===== config.mk =====
export PLATFORM = sky130hd
export DESIGN_NAME = controle_venda
export DESIGN_NICKNAME = d
export VERILOG_FILES = /design/src/rtl/vending_pkg.sv /design/src/rtl/controle_venda_gerador_troco.sv /design/src/rtl/controle_venda.sv
export SDC_FILE = /design/constraint.sdc
export NUM_CORES = 1
export LEC_CHECK = 0
export CORE_MARGIN = 2
export CORE_UTILIZATION = 40
export CTS_CLUSTER_DIAMETER = 150
export DETAILED_ROUTE_END_ITERATION = 6
export HOLD_SLACK_MARGIN = 0.08
export PLACE_DENSITY = 0.63
export SYNTH_ARGS = -nofsm -noshare
export SYNTH_HDL_FRONTEND = slang
export SYNTH_SLANG_ARGS = --single-unit

===== constraint.sdc =====
create_clock -name clk -period 1.9 [get_ports clk]
set_input_delay 0.19 -clock clk [delete_from_list [all_inputs] [get_ports clk]]
set_output_delay 0.19 -clock clk [all_outputs]
set_load 0.01 [all_outputs]

===== src/rtl/vending_pkg.sv =====
// rtl/vending_pkg.sv - shared types and constants for the vending transaction path
package vending_pkg;

    localparam int CREDITO_W = 4;
    localparam logic [CREDITO_W-1:0] UNIDADE_25 = 4'd1;

    typedef enum logic [2:0] {
        IDLE,
        VERIFICA,
        LIBERA,
        TROCO,
        ZERA
    } estado_t;

    typedef enum logic [1:0] {
        ERR_NONE    = 2'd0,
        ERR_SALDO   = 2'd1,
        ERR_ESTOQUE = 2'd2
    } erro_t;

endpackage


===== src/rtl/controle_venda_gerador_troco.sv =====
// rtl/controle_venda_gerador_troco.sv - change coin pulse generator (coin down-counter plus gap counter)
module gerador_troco
    import vending_pkg::*;
#(
    parameter int CHANGE_GAP = 2
) (
    input  logic                 clk,
    input  logic                 reset,
    input  logic                 load,
    input  logic [CREDITO_W-1:0] count,
    output logic                 troco_moeda,
    output logic                 done
);

    localparam logic [7:0] GAP_LAST = 8'(CHANGE_GAP - 1);

    logic [CREDITO_W-1:0] restante;
    logic [7:0]           gap_cnt;

    // The first coin goes out on the same edge that loads the count,
    // so restante holds the coins still owed after the current pulse.
    always_ff @(posedge clk) begin
        if (reset) begin
            troco_moeda <= 1'b0;
            restante    <= '0;
            gap_cnt     <= '0;
        end else if (load) begin
            troco_moeda <= (count != '0);
            restante    <= (count != '0) ? count - UNIDADE_25 : '0;
            gap_cnt     <= '0;
        end else if (restante != '0) begin
            if (gap_cnt == GAP_LAST) begin
                troco_moeda <= 1'b1;
                restante    <= restante - UNIDADE_25;
                gap_cnt     <= '0;
            end else begin
                troco_moeda <= 1'b0;
                gap_cnt     <= gap_cnt + 8'd1;
            end
        end else begin
            troco_moeda <= 1'b0;
        end
    end

    assign done = troco_moeda && (restante == '0);

endmodule


===== src/rtl/controle_venda.sv =====
// rtl/controle_venda.sv - vending transaction controller: stock/price check, release, change, credit clear
module controle_venda
    import vending_pkg::*;
#(
    parameter logic [3:0] PRECO_0         = 4'd6,
    parameter logic [3:0] PRECO_1         = 4'd8,
    parameter logic [3:0] PRECO_2         = 4'd10,
    parameter logic [3:0] PRECO_3         = 4'd12,
    parameter int         DISPENSE_CYCLES = 4,
    parameter int         CHANGE_GAP      = 2
) (
    input  logic                 clk,
    input  logic                 reset,
    input  logic [CREDITO_W-1:0] credito,
    input  logic [1:0]           produto,
    input  logic                 confirmar,
    input  logic                 cancelar,
    input  logic [3:0]           estoque_vazio,
    output logic                 liberar_produto,
    output logic [1:0]           produto_liberado,
    output logic                 troco_moeda,
    output logic                 zerar_credito,
    output logic                 ocupado,
    output logic [1:0]           erro
);

    localparam logic [7:0] DISP_LAST = 8'(DISPENSE_CYCLES - 1);

    estado_t              estado;
    erro_t                erro_r;
    logic [CREDITO_W-1:0] credito_l;
    logic [CREDITO_W-1:0] troco_l;
    logic [1:0]           produto_l;
    logic [3:0]           estoque_l;
    logic [7:0]           disp_cnt;
    logic [CREDITO_W-1:0] preco;
    logic                 carga;
    logic [CREDITO_W-1:0] carga_valor;
    logic                 troco_done;

    always_comb begin
        case (produto_l)
            2'd0:    preco = PRECO_0;
            2'd1:    preco = PRECO_1;
            2'd2:    preco = PRECO_2;
            default: preco = PRECO_3;
        endcase
    end

    // Load the change generator on the edge that enters TROCO so the first coin
    // appears in the first TROCO cycle.
    always_comb begin
        carga       = 1'b0;
        carga_valor = troco_l;
        if (estado == IDLE && cancelar && credito != '0) begin
            carga       = 1'b1;
            carga_valor = credito;
        end else if (estado == LIBERA && disp_cnt == DISP_LAST && troco_l != '0) begin
            carga = 1'b1;
        end
    end

    gerador_troco #(
        .CHANGE_GAP(CHANGE_GAP)
    ) u_gerador_troco (
        .clk        (clk),
        .reset      (reset),
        .load       (carga),
        .count      (carga_valor),
        .troco_moeda(troco_moeda),
        .done       (troco_done)
    );

    always_ff @(posedge clk) begin
        if (reset) begin
            estado           <= IDLE;
            erro_r           <= ERR_NONE;
            credito_l        <= '0;
            troco_l          <= '0;
            produto_l        <= '0;
            estoque_l        <= '0;
            disp_cnt         <= '0;
            liberar_produto  <= 1'b0;
            produto_liberado <= '0;
            zerar_credito    <= 1'b0;
            ocupado          <= 1'b0;
        end else begin
            case (estado)
                IDLE: begin
                    if (cancelar) begin
                        erro_r <= ERR_NONE;
                        if (credito != '0) begin
                            troco_l <= credito;
                            estado  <= TROCO;
                            ocupado <= 1'b1;
                        end
                    end else if (confirmar) begin
                        credito_l <= credito;
                        produto_l <= produto;
                        estoque_l <= estoque_vazio;
                        erro_r    <= ERR_NONE;
                        estado    <= VERIFICA;
                        ocupado   <= 1'b1;
                    end
                end
                VERIFICA: begin
                    if (estoque_l[produto_l]) begin
                        erro_r  <= ERR_ESTOQUE;
                        estado  <= IDLE;
                        ocupado <= 1'b0;
                    end else if (credito_l < preco) begin
                        erro_r  <= ERR_SALDO;
                        estado  <= IDLE;
                        ocupado <= 1'b0;
                    end else begin
                        troco_l          <= credito_l - preco;
                        disp_cnt         <= '0;
                        liberar_produto  <= 1'b1;
                        produto_liberado <= produto_l;
                        estado           <= LIBERA;
                    end
                end
                LIBERA: begin
                    if (disp_cnt == DISP_LAST) begin
                        liberar_produto  <= 1'b0;
                        produto_liberado <= '0;
                        if (troco_l != '0) begin
                            estado <= TROCO;
                        end else begin
                            estado        <= ZERA;
                            zerar_credito <= 1'b1;
                        end
                    end else begin
                        disp_cnt <= disp_cnt + 8'd1;
                    end
                end
                TROCO: begin
                    if (troco_done) begin
                        estado        <= ZERA;
                        zerar_credito <= 1'b1;
                    end
                end
                ZERA: begin
                    zerar_credito <= 1'b0;
                    troco_l       <= '0;
                    ocupado       <= 1'b0;
                    estado        <= IDLE;
                end
                default: begin
                    estado  <= IDLE;
                    ocupado <= 1'b0;
                end
            endcase
        end
    end

    assign erro = erro_r;

endmodule


==> summary.md <==
| Metric | Value |
|---|---|
| Global-route wire length before repair | `9.98 mm` |
| Asr flop ratio synth | `0%` |
| Maximum VDD drop | `600 uV` |
| Site row count | `29` |
| Worst r2r path cells | `10` |
| Core ar. | `6310 um^2` |
| Nets | `357` |
| CTS tree | `built` |
| Synth warnings | `0` |
| Post-Syn Area | `2600 um^2` |
| Largest net degree at the start of global routing | `22` |
| CTS buffer count | `5` |
| Most numerous cell in the Yosys netlist | `dfxtp_1` |
| Post-synth top cells | `45 x dfxtp_1, 27 x nor2_1, 13 x a211oi_1, 13 x xor2_1` |
| Detail Placement HPWL | `approximately 4.3 mm` |
| Worst-case clock buffer depth | `2` |
| Port Buffers | `21` |
| Min Tclk post-route | `1.92 ns` |
| Drt total wl | `5.98 mm` |
| Area contributors post-synth | `dfxtp_1 35%, ha_1 5.3%, mux2i_1 4.6%` |
| Die width | `84.6 um` |
| Slowest cell delay on critical path | `just under 0.5 ns` |
| Area growth from synthesis to layout | `26.4%` |
| Number of remaining DRC errors | `0` |
| Max Cap Viol | `0` |
| H-tree lvl count | `2` |
| Clock Power Share | `18.7%` |
| Register area share after synthesis | `34.7%` |
| Sw Share | `37.9%` |
| Clk_lat worst skew | `about 0.30 ns` |
| Post-Synthesis Cells | `284` |
| CTS sink count | `45` |
| Vias/cell | `approximately 5.7` |
| Final WS setup | `-0.0249 ns` |
| Layout Utilization | `52.0%` |
| Routed Antenna Nets | `0` |
| Register area | `906 um^2` |
| Max Clock Freq | `519 MHz` |
| Gr usage total | `17.0%` |
| Fillers | `slightly above 600` |
| RR Startpoint | `produto_l[0]` |
| Failing checks | `negative setup slack` |
| Synth Flop Type | `dfxtp_1` |
| Slew @ Worst Pin | `about 0.55 ns` |
| Crit-path max FO | `3` |
| DRT iter0 DRCs | `105` |
| Levels on crit path | `10` |
| Static leakage | `1.29 nW` |
| Worst Setup SP | `produto_l[0]` |
| Area leader, netlist | `dfxtp_1` |
| Via count | `2310` |
| Antenna Cells | `0` |
| Post-DR wirelength/cell | `14.6 um` |
| Drt pass-1 iters | `4` |
| Post-synth EDFFs | `0` |
| Internal power | `2.35 mW` |
| Worst path cell trace | `inv_2 -> ha_2 -> nor2_1 -> nor2_1 -> ha_2 -> fa_1 -> nor3_2 -> a21oi_1 -> a2bb2oi_1 -> a211oi_1` |
| Status | `complete, but fails checks` |
| Final setup fails | `2` |
| Worst Path Class, Setup | `reg2reg` |
| Top-area cell type share of the netlist area | `34.7%` |
| Crit path DAT | `2.11 ns` |
| Crit path buf inv count | `1` |
| RSZ-0062 raised after global routing | `true` |
| Yosys cell types | `64` |
| Period Utilization, post-route | `101%` |
| CTS Hold Bufs | `0` |
| Root Driver | `clkbuf_8` |
| Initial Util | `41.1%` |
| Clk slew on worst S/H paths | `0.09 ns` |
| Initial antenna violation count | `0` |
| Power per cell area | `around 1200 nW/um^2` |
| Die Span Y | `84.6 um` |
| Grt total ovfl | `0` |
| Psw | `roughly 1.4 mW` |
| CP required | `2.09 ns` |
| Layout cell share with drive strength beyond 1 | `between 20% and 30%` |
| Syn_nets | `310` |
| Pins Over Slew Limit | `0` |
| End of the worst register-to-register path | `troco_l[2]` |
| FF+latch count, synth | `45` |
| Top delay family on crit path | `adder cells` |
| Reg2reg setup slack | `-0.02 ns` |
| Die Area | `7150 um^2` |
| Avg Cell Area, Syn | `9.15 um^2` |
| Hold Vio Cnt, Final | `0` |
| RePlAce Congestion | `0.824` |
| Multi-input combinational cell area | `about 1600 um^2` |
| Total power | `3.79 mW` |
| Vias in the first global route | `between 2000 and 2500` |
| Sequential power share | `33.3%` |
| Io pins | `22` |
| Slowest CP cell | `fa_1` |
| Rel. slew slack | `62.9%` |
| Hold Crit Class | `reg2reg` |
| Fin Setup TNS | `-0.0325 ns` |
| Worst setup path end | `troco_l[2]` |
| Setup crit end kind | `register` |
| CP startpoint kind | `register` |
| Comb power frac | `47.9%` |
| Clock Skews | `0.00784 ns` |
## worst min path at each step
stage,start,end,slack (ns),cells after the start
2_1_floorplan,produto[0],produto_l[0],0.33,2
3_5_place_dp,liberar_produto,liberar_produto,0.46,2
4_1_cts,liberar_produto,liberar_produto,0.47,2
6_report,liberar_produto,liberar_produto,0.47,2
3_3_place_gp,liberar_produto,liberar_produto,0.45,2
5_1_grt,liberar_produto,liberar_produto,0.50,2
## cell families (layout without fill, tap and decap cells)
group | Yosys count | after routing | synth area share (%)
flip-flops | 45 | 45 | 34.7
adder cells (fa/ha/maj) | 12 | 12 | 6.07
AO/OA/AOI/OAI | 70 | 70 | 20.6
multiplexers | 13 | 13 | 5.49
XOR/XNOR | 17 | 17 | 5.73
AND/OR/NAND/NOR | 98 | 98 | 22.6
buffers and inverters | 29 | 76 | 4.77
## worst reg2reg max path, cell delays in order (launching register included)
cell and delay (ns):
dfxtp_2 0.35, inv_2 0.06, ha_2 0.17, nor2_1 0.08, nor2_1 0.05, ha_2 0.17, fa_1 0.49, nor3_2 0.04
a21oi_1 0.11, a2bb2oi_1 0.20, a211oi_1 0.09
## registers in the layout, indices dropped and copies added, names as in the netlist, 2 cells and up
| signal | count |
|---|---|
| u_gerador_troco.gap_cnt | 8 |
| estado | 3 |
| produto_liberado | 2 |
| u_gerador_troco.restante | 4 |
| estoque_l | 4 |
| disp_cnt | 8 |
| credito_l | 4 |
| erro | 2 |
| troco_l | 4 |
| produto_l | 2 |
## final cells by class
cell class                      instances  share of cell area (%)
Clock buffer                            5                    2.10
Clock inverter                          2                    1.07
Inverter                               11                    1.26
Multi-Input combinational cell        210                    49.6
Sequential cell                        45                    27.6
Tap cell                               77                    2.93
Timing Repair Buffer                   58                    15.4
## through the flow
step           setup slack [ns]  instances  area, um^2  hold WS, ns
2_1_floorplan           0.00478        284        2610        0.334
3_3_place_gp            -0.0467        395        3060        0.448
3_5_place_dp            -0.0576        395        3060        0.459
4_1_cts                 -0.0499        403        3190        0.471
5_1_grt                  -0.116        408        3280        0.498
6_report                -0.0249        408        3280        0.466
## placed cells by master, fill, tap and decap left out, types with 3 or more instances in the layout
master / synthesis / layout
nand2_1: 10 / 9
o21ai_0: 6 / 6
nand4_1: 9 / 9
a211oi_1: 13 / 10
nor2_1: 27 / 27
xor2_1: 13 / 13
ha_1: 11 / 8
xnor2_1: 4 / 4
a211oi_2: 1 / 4
a21oi_1: 10 / 9
nor3_1: 12 / 11
or3_1: 4 / 4
mux2i_1: 12 / 12
clkbuf_8: 0 / 5
buf_6: 1 / 5
clkdlybuf4s50_1: 0 / 21
a22oi_1: 4 / 4
o211ai_1: 8 / 8
nand3_1: 11 / 11
a31oi_1: 3 / 3
a221oi_1: 3 / 3
dfxtp_1: 45 / 43
and3_1: 3 / 3
nor4b_2: 3 / 3
buf_4: 0 / 32
inv_1: 11 / 9
## layer usage
metal	vias to the layer above	global-route usage (%)	share of wire [%]
li1	1159	-	-
met1	1091	23.1	49
met2	48	26.6	45
met3	12	3.05	3.8
met4	0	6.78	1.8
met5	-	0	0
## timing repair
item,4_1_cts,5_1_grt
pin swaps,3,7
endpoints found under the hold margin,0,0
endpoints found under the setup margin,10,18
gates resized for setup,3,17
setup buffers,1,5
## power groups by stage
| stage | logic [mW] | clock network [mW] | registers, mW |
|---|---|---|---|
| 2_1_floorplan | 1.19 | 0 | 1.26 |
| 3_3_place_gp | 1.66 | 0 | 1.28 |
| 3_5_place_dp | 1.68 | 0 | 1.28 |
| 6_report | 1.82 | 0.711 | 1.26 |
| 5_1_grt | 2.00 | 0.770 | 1.28 |
| 4_1_cts | 1.71 | 0.733 | 1.26 |
Power figures use the tool's default switching activity.
